File: config.mk
export PLATFORM = sky130hd
export DESIGN_NAME = pe_act_queue
export DESIGN_NICKNAME = d
export VERILOG_FILES = /design/src/rtl/pe_act_queue.sv
export SDC_FILE = /design/constraint.sdc
export NUM_CORES = 1
export LEC_CHECK = 0
export ABC_AREA = 0
export CAP_MARGIN = 25
export CORE_ASPECT_RATIO = 1.25
export CORE_MARGIN = 4
export CORE_UTILIZATION = 54
export CTS_BUF_LIST = sky130_fd_sc_hd__clkbuf_8
export DETAILED_ROUTE_END_ITERATION = 8
export PLACE_DENSITY = 0.81
export SYNTH_ARGS = -nofsm -noshare
export SYNTH_HDL_FRONTEND = slang
export SYNTH_SLANG_ARGS = --single-unit
File: constraint.sdc
create_clock -name clk -period 3.11 [get_ports clk]
set_clock_uncertainty 0.15 [all_clocks]
set_input_delay 0.4665 -clock clk [delete_from_list [all_inputs] [get_ports clk]]
set_output_delay 0.4665 -clock clk [all_outputs]
set_load 0.02 [all_outputs]
File: src/rtl/pe_act_queue.sv
`default_nettype none
// ============================================================================
// Module   : pe_act_queue
// Purpose  : Per-PE first-word-fall-through activation queue with credit pops.
//            Optional same-cycle empty-queue bypass: PE_ACT_QUEUE_BYPASS_EN.
// Revision : 1.0 - initial release
// ============================================================================

`ifndef ROUTER_FIFO_DEPTH
`define ROUTER_FIFO_DEPTH 8
`endif

`ifndef PEQueueBus
`define PEQueueBus [19:0]
`endif

module pe_act_queue #(
    parameter int PE_IDX = 0,
    parameter int DEPTH  = `ROUTER_FIFO_DEPTH,
    parameter int CNT_W  = $clog2(DEPTH) + 1
) (
    input  logic             clk,
    input  logic             rst_n,
    input  logic             push_act,
    input  logic `PEQueueBus act_in,
    output logic             act_valid,
    output logic `PEQueueBus act_out,
    input  logic             act_ready,
    output logic             pop_act,
    output logic [CNT_W-1:0] queue_count,
    output logic             overflow_err
);

    localparam int ADDR_W = $clog2(DEPTH);

    logic `PEQueueBus r_mem [DEPTH];
    logic [CNT_W-1:0] r_wptr;
    logic [CNT_W-1:0] r_rptr;
    logic             r_overflow;

    logic w_empty;
    logic w_full;
    logic w_bypass;
    logic w_pop_mem;
    logic w_push_acc;
    logic w_overflow_evt;

    assign w_empty = (r_wptr == r_rptr);
    assign w_full  = (r_wptr[ADDR_W-1:0] == r_rptr[ADDR_W-1:0]) &&
                     (r_wptr[CNT_W-1] != r_rptr[CNT_W-1]);

`ifdef PE_ACT_QUEUE_BYPASS_EN
    // rst_n gating keeps every output at zero while reset is held
    assign w_bypass = w_empty & push_act & rst_n;
`else
    assign w_bypass = 1'b0;
`endif

    assign act_valid = ~w_empty | w_bypass;
    assign act_out   = !w_empty ? r_mem[r_rptr[ADDR_W-1:0]] :
                       (w_bypass ? act_in : '0);
    assign pop_act   = act_valid & act_ready;

    // A bypassed pop never touched storage, so only non-empty pops move rptr
    assign w_pop_mem      = pop_act & ~w_empty;
    assign w_push_acc     = push_act & (~w_full | w_pop_mem) & ~(w_bypass & act_ready);
    assign w_overflow_evt = push_act & w_full & ~w_pop_mem;

    assign queue_count  = r_wptr - r_rptr;
    assign overflow_err = r_overflow;

    always_ff @(posedge clk or negedge rst_n) begin
        if (!rst_n) begin
            r_wptr     <= '0;
            r_rptr     <= '0;
            r_overflow <= 1'b0;
        end else begin
            if (w_push_acc) begin
                r_wptr <= r_wptr + CNT_W'(1);
            end
            if (w_pop_mem) begin
                r_rptr <= r_rptr + CNT_W'(1);
            end
            if (w_overflow_evt) begin
                r_overflow <= 1'b1;
            end
        end
    end

    // Storage needs no reset: empty gating hides stale contents
    always_ff @(posedge clk) begin
        if (w_push_acc) begin
            r_mem[r_wptr[ADDR_W-1:0]] <= act_in;
        end
    end

`ifndef SYNTHESIS
    always @(posedge clk) begin
        if (rst_n && w_overflow_evt) begin
            $display("pe_act_queue[%0d]: overflow, dropped entry %h at %0t", PE_IDX, act_in, $time);
        end
    end
`endif

endmodule

`default_nettype wire

# Word level (Yosys, flattened, before mapping)
# Memory sizes are Yosys's and may differ from the RTL's.
# Cells that the tools add are included.
dict set report word_totals {
  mem_bits_rw 160
  in_bits 24
  memories 1
  reg_bits 9
}
# name words width read_ports rd_ports_with_merged_regs wr line
set memory_table {}
lappend memory_table {r_mem 8 20 1 0 1 36} ;# logic `PEQueueBus r_mem [DEPTH];
dict set report op_classes {
  add_sub_neg 3
  reduce_logical 1
  muxes 3
  eq_ne 3
  bitwise_logic 9
}
# cell count
set ops {}
lappend ops {{two-way mux 20 bit} 1}
lappend ops {{adder 4 x 1 -> 4 bit (second input constant)} 2}
lappend ops {{bitwise AND 1 bit} 5}
lappend ops {{== test 4 bit} 1}
lappend ops {{subtractor 4 bit} 1}
lappend ops {{== test 3 bit} 1}
lappend ops {{inverter 1 bit} 3}
lappend ops {{two-way mux 1 bit} 2}
lappend ops {{logical AND 1 bit} 1}
lappend ops {{!= test 1 bit} 1}
lappend ops {{OR 1 bit} 1}

# Longest topological paths before layout
dict set report depth {
  word_depth 8
  depth_mapped 6
}

# Worst setup path before layout
# OpenSTA, ideal clock, no wires.
dict set report synth_path {
  path_kind {reg2reg}
  startpoint {register r_wptr[0]}
  endpoint {memory r_mem[0][0] (netlist bit) (enable)}
  setup_ns 0.422
  t_arrival_ns 2.633
  t_required_ns 2.538
  path_slack_ns -0.095
  path_stages_with_launch 7
  cell_sequence {dfrtp_1 > inv_1 > ha_1 > nand3_1 > or3_4 > nand3b_1 > nor3_1}
}
dict set report synth_between {
  elab_chain_len 8
  word_cells_on_any_way 11
  cone_classes {2 x eq/ne; 2 x mux; 6 x bitwise; 1 x reduce/logical}
}
# item line
set synth_lines {}
lappend synth_lines {{start, declared} 37} ;# logic [CNT_W-1:0] r_wptr;
lappend synth_lines {{start signal, assigned} 79} ;# r_wptr <= r_wptr + CNT_W'(1);
lappend synth_lines {{== test 4 bit} 48} ;# assign w_empty = (r_wptr == r_rptr);
lappend synth_lines {{inverter 1 bit} {59, 65}}
lappend synth_lines {{bitwise AND 1 bit} 62} ;# assign pop_act = act_valid & act_ready;
lappend synth_lines {{bitwise AND 1 bit} 65} ;# assign w_pop_mem = pop_act & ~w_empty;
lappend synth_lines {{OR 1 bit} 66} ;# assign w_push_acc = push_act & (~w_full | w_pop_mem) & ~(w_bypass & act_ready);
lappend synth_lines {{bitwise AND 1 bit} 66}
lappend synth_lines {{two-way mux 1 bit} 92} ;# if (w_push_acc) begin
lappend synth_lines {{two-way mux 1 bit (implied by the code)} 93} ;# r_mem[r_wptr[ADDR_W-1:0]] <= act_in;
lappend synth_lines {{end, declared} 36}
# Parallel ways exist; a longest one is shown, timed or not.

==> results.sh <==
export IMPL_fmax_mhz=338
export IMPL_dp_hpwl_mm=7.62
export IMPL_area_delta_synth_final_pct=18.2
export IMPL_seqPwrFrac_pct=37.0
export IMPL_synth_seq_cells=169
export IMPL_critPathCaptureType="primary output"
export IMPL_rows=45
export IMPL_crit_chain="inv_1 -> ha_1 -> nand4_2 -> buf_12 -> nand2_1 -> a221oi_2 -> dlygate4sd2_1"
export IMPL_fin_crit_sh_pct=95.1
export IMPL_cts_buffer_depth=2
export IMPL_routed_wl_mm=12.7
export IMPL_worstSkewPairLatency_ns=0.43
export IMPL_antenna_found_initial=0
export IMPL_synth_area_sq_um=6740
export IMPL_reg2reg_setup_slack_ns=0.51
export IMPL_cp_endpoint="act_out[0]"
export IMPL_rsz0062_at_grt="no"
export IMPL_multiInputGateArea_sq_um=1610
export IMPL_slew_headroom_pct=55.6
export IMPL_cts_hold_buf=0
export IMPL_yosysSeqAreaShare_pct=74.6
export IMPL_tightest_slew_ns=0.664
export IMPL_r2r_end="r_mem[3][11]"
export IMPL_worstPathMaxFanout=24
export IMPL_cts_htree_levels=4
export IMPL_total_power_w=0.00822
export IMPL_place_area_sq_um=7560
export IMPL_diodes=0
export IMPL_drt_iter0_markers=183
export IMPL_synth_top_area_share_pct=71.3
export IMPL_ys_types=33
export IMPL_p_per_area_nw_per_um2=1030
export IMPL_io_pins=51
export IMPL_power_leakage_nw=2.98
export IMPL_slew_violations=0
export IMPL_hold_viol=0
export IMPL_gr_total_overflow=0
export IMPL_fp_dieArea_sq_um=14300
export IMPL_ys_async_sr_fraction_pct=5.33
export IMPL_crit_start="r_rptr[2]"
export IMPL_vias_per_cell=5.67
export IMPL_grt_start_max_net_pins=49
export IMPL_hp_class="input port to async pin"
export IMPL_ff2ff_path_depth=7
export IMPL_wire_per_inst_microns=20.2
export IMPL_core_sq_um=12200
export IMPL_n_fill_cell=844
export IMPL_grt_pass1_vias=3732
export IMPL_comb_power_share_pct=44.2
export IMPL_fin_ws_ns=0.152
export IMPL_ys_warn_count=0
export IMPL_cp_start_kind="flip-flop"
export IMPL_grtUsageTotal_pct=18.5
export IMPL_critPathRequiredTime_ns=2.49
export IMPL_synth_edf_count=160
export IMPL_cts_sinks=169
export IMPL_finalNetCount=483
export IMPL_whs_ns=0.193
export IMPL_tns_ns=0
export IMPL_cts_made_buffers=17
export IMPL_register_area_sq_um=5040
export IMPL_synth_area_top_cells="edfxtp_1 (71%), mux2i_1 (12%), dfrtp_1 (3.3%)"
export IMPL_drive_gt1_share_pct=14.9
export IMPL_period_needed_ns=2.96
export IMPL_vdd_drop_max_v=0.000519
export IMPL_worstPathArrival_ns=2.34
export IMPL_synthCells=382
export IMPL_status="complete, no violations"
export IMPL_yosys_area_top_type="edfxtp_1"
export IMPL_p_int_w=0.00525
export IMPL_tritoncts="built"
export IMPL_start_util_pct=55.4
export IMPL_drcViolationCount=0
export IMPL_path_clk_slew_ns=0.08
export IMPL_p_sw_share_pct=36.1
export IMPL_r2r_start="r_rptr[2]"
export IMPL_path_class="flip-flop to primary output"
export IMPL_power_switching_w=0.00297
export IMPL_finalSetupViolCount=0
export IMPL_max_stage_delay_ns=0.43
export IMPL_grt_first_pass_wirelength_mm=19.8
export IMPL_portBuffers=50
export IMPL_place_ws_ns=0.175
export IMPL_gp_congestion=0.808
export IMPL_clkPwrFrac_pct=18.8
export IMPL_slowest_stage="dfrtp_2"
export IMPL_max_cap_viol_count=0
export IMPL_chipWidth_microns=108
export IMPL_syn_avg_cell_area_sq_um=17.7
export IMPL_vias=3558
export IMPL_ant_nets=0
export IMPL_drtPass1Iterations=5
export IMPL_die_y_microns=133
export IMPL_ys_flop_type="edfxtp_1"
export IMPL_synth_nets=412
export IMPL_root_buffer="clkbuf_8"
export IMPL_stdcell_area_sq_um=7970
registers in the layout, indices dropped and copies added, names as in the netlist:
name,flops
r_wptr,4
r_mem,160
r_rptr,4
overflow_err,1
what timing repair did:
action | CTS | global route
setup buffers | 0 | 2
endpoints found under the setup margin | 22 | 5
resized for setup | 26 | 5
endpoints found under the hold margin | 0 | 0
cell usage in the layout (no fill, tap or decap), types with 2 or more instances in the layout:
master and n:
a221oi_1 18, a22oi_1 21, buf_12 4, buf_4 17, bufinv_16 4, clkbuf_8 17
clkdlybuf4s50_1 27, clkinv_1 2, clkinv_2 4, dfrtp_1 6, dfrtp_2 2, dlygate4sd2_1 19
dlymetal6s2s_1 3, edfxtp_1 160, ha_1 5, inv_1 10, mux2i_1 80, nand2_1 23
nand3_1 3, nor2_2 7, nor3_2 2, xnor2_1 7
worst max-delay path, delay by kind of cell (launching register included):
kind	cells	cell delay [ns]
compound gates	1	0.26
fa+ha+maj	1	0.35
buf+inv	3	0.64
flops	1	0.43
simple gates	2	0.23
power by group through the flow:
stage,combinational [W],clock (W),sequential [W]
6_report,0.00363,0.00155,0.00304
3_3_place_gp,0.00379,0,0.00306
2_1_floorplan,0.00231,0,0.00306
5_1_grt,0.00392,0.00168,0.00306
3_5_place_dp,0.00385,0,0.00308
4_1_cts,0.00366,0.00157,0.00304
Yosys cell counts (2+ instances only):
cell,count
edfxtp_1,160
mux2i_1,80
nand2_1,23
a22oi_1,21
a221oi_1,19
dfrtp_1,9
inv_1,9
clkbuf_1,8
nor2_1,8
xnor2_1,7
ha_1,5
buf_2,4
buf_4,4
buf_6,3
nand3_1,3
nor3_1,2
how the worst min path moves through the flow:
stage	from	slack (ns)	endpoint	cells past startpoint
finish	rst_n	0.19	overflow_err	1
detailed placement	overflow_err	0.32	overflow_err	1
floorplan	rst_n	0.02	overflow_err	0
global placement	overflow_err	0.31	overflow_err	1
CTS	rst_n	0.17	r_wptr[3]	1
global route	rst_n	0.19	r_rptr[3]	1
cell type report:
| class | count | area share, % |
|---|---|---|
| Inverter | 9 | 0.424 |
| Clock inverter | 12 | 2.01 |
| Clock buffer | 17 | 2.94 |
| Tap cell | 164 | 2.57 |
| Sequential cell | 169 | 63.2 |
| Multi-Input combinational cell | 185 | 20.2 |
| Timing Repair Buffer | 71 | 8.68 |
cell families after synthesis:
family / after synthesis / share of synthesized area, %
XOR/XNOR: 9 / 1.28
multiplexers: 82 / 12.3
flip-flops: 169 / 74.6
buffers and inverters: 28 / 2.19
AND/OR/NAND/NOR: 44 / 3.10
AO/OA/AOI/OAI: 44 / 5.34
adder cells (fa/ha/maj): 6 / 1.22
metrics by stage:
stage                     instances  utilization (%)
after CTS                       625             65.3
after floorplan                 382                -
final                           627             65.5
after detailed placement        596             62.1
after global placement          596             62.1
after global routing            627             65.5
per-layer routing:
| layer | wire length, microns | GRT usage [%] |
|---|---|---|
| met5 | 0 | 0 |
| met1 | 5020 | 21.8 |
| met3 | 582 | 4.73 |
| met2 | 6890 | 32.9 |
| met4 | 166 | 5.82 |
Power figures use the tool's default switching activity.
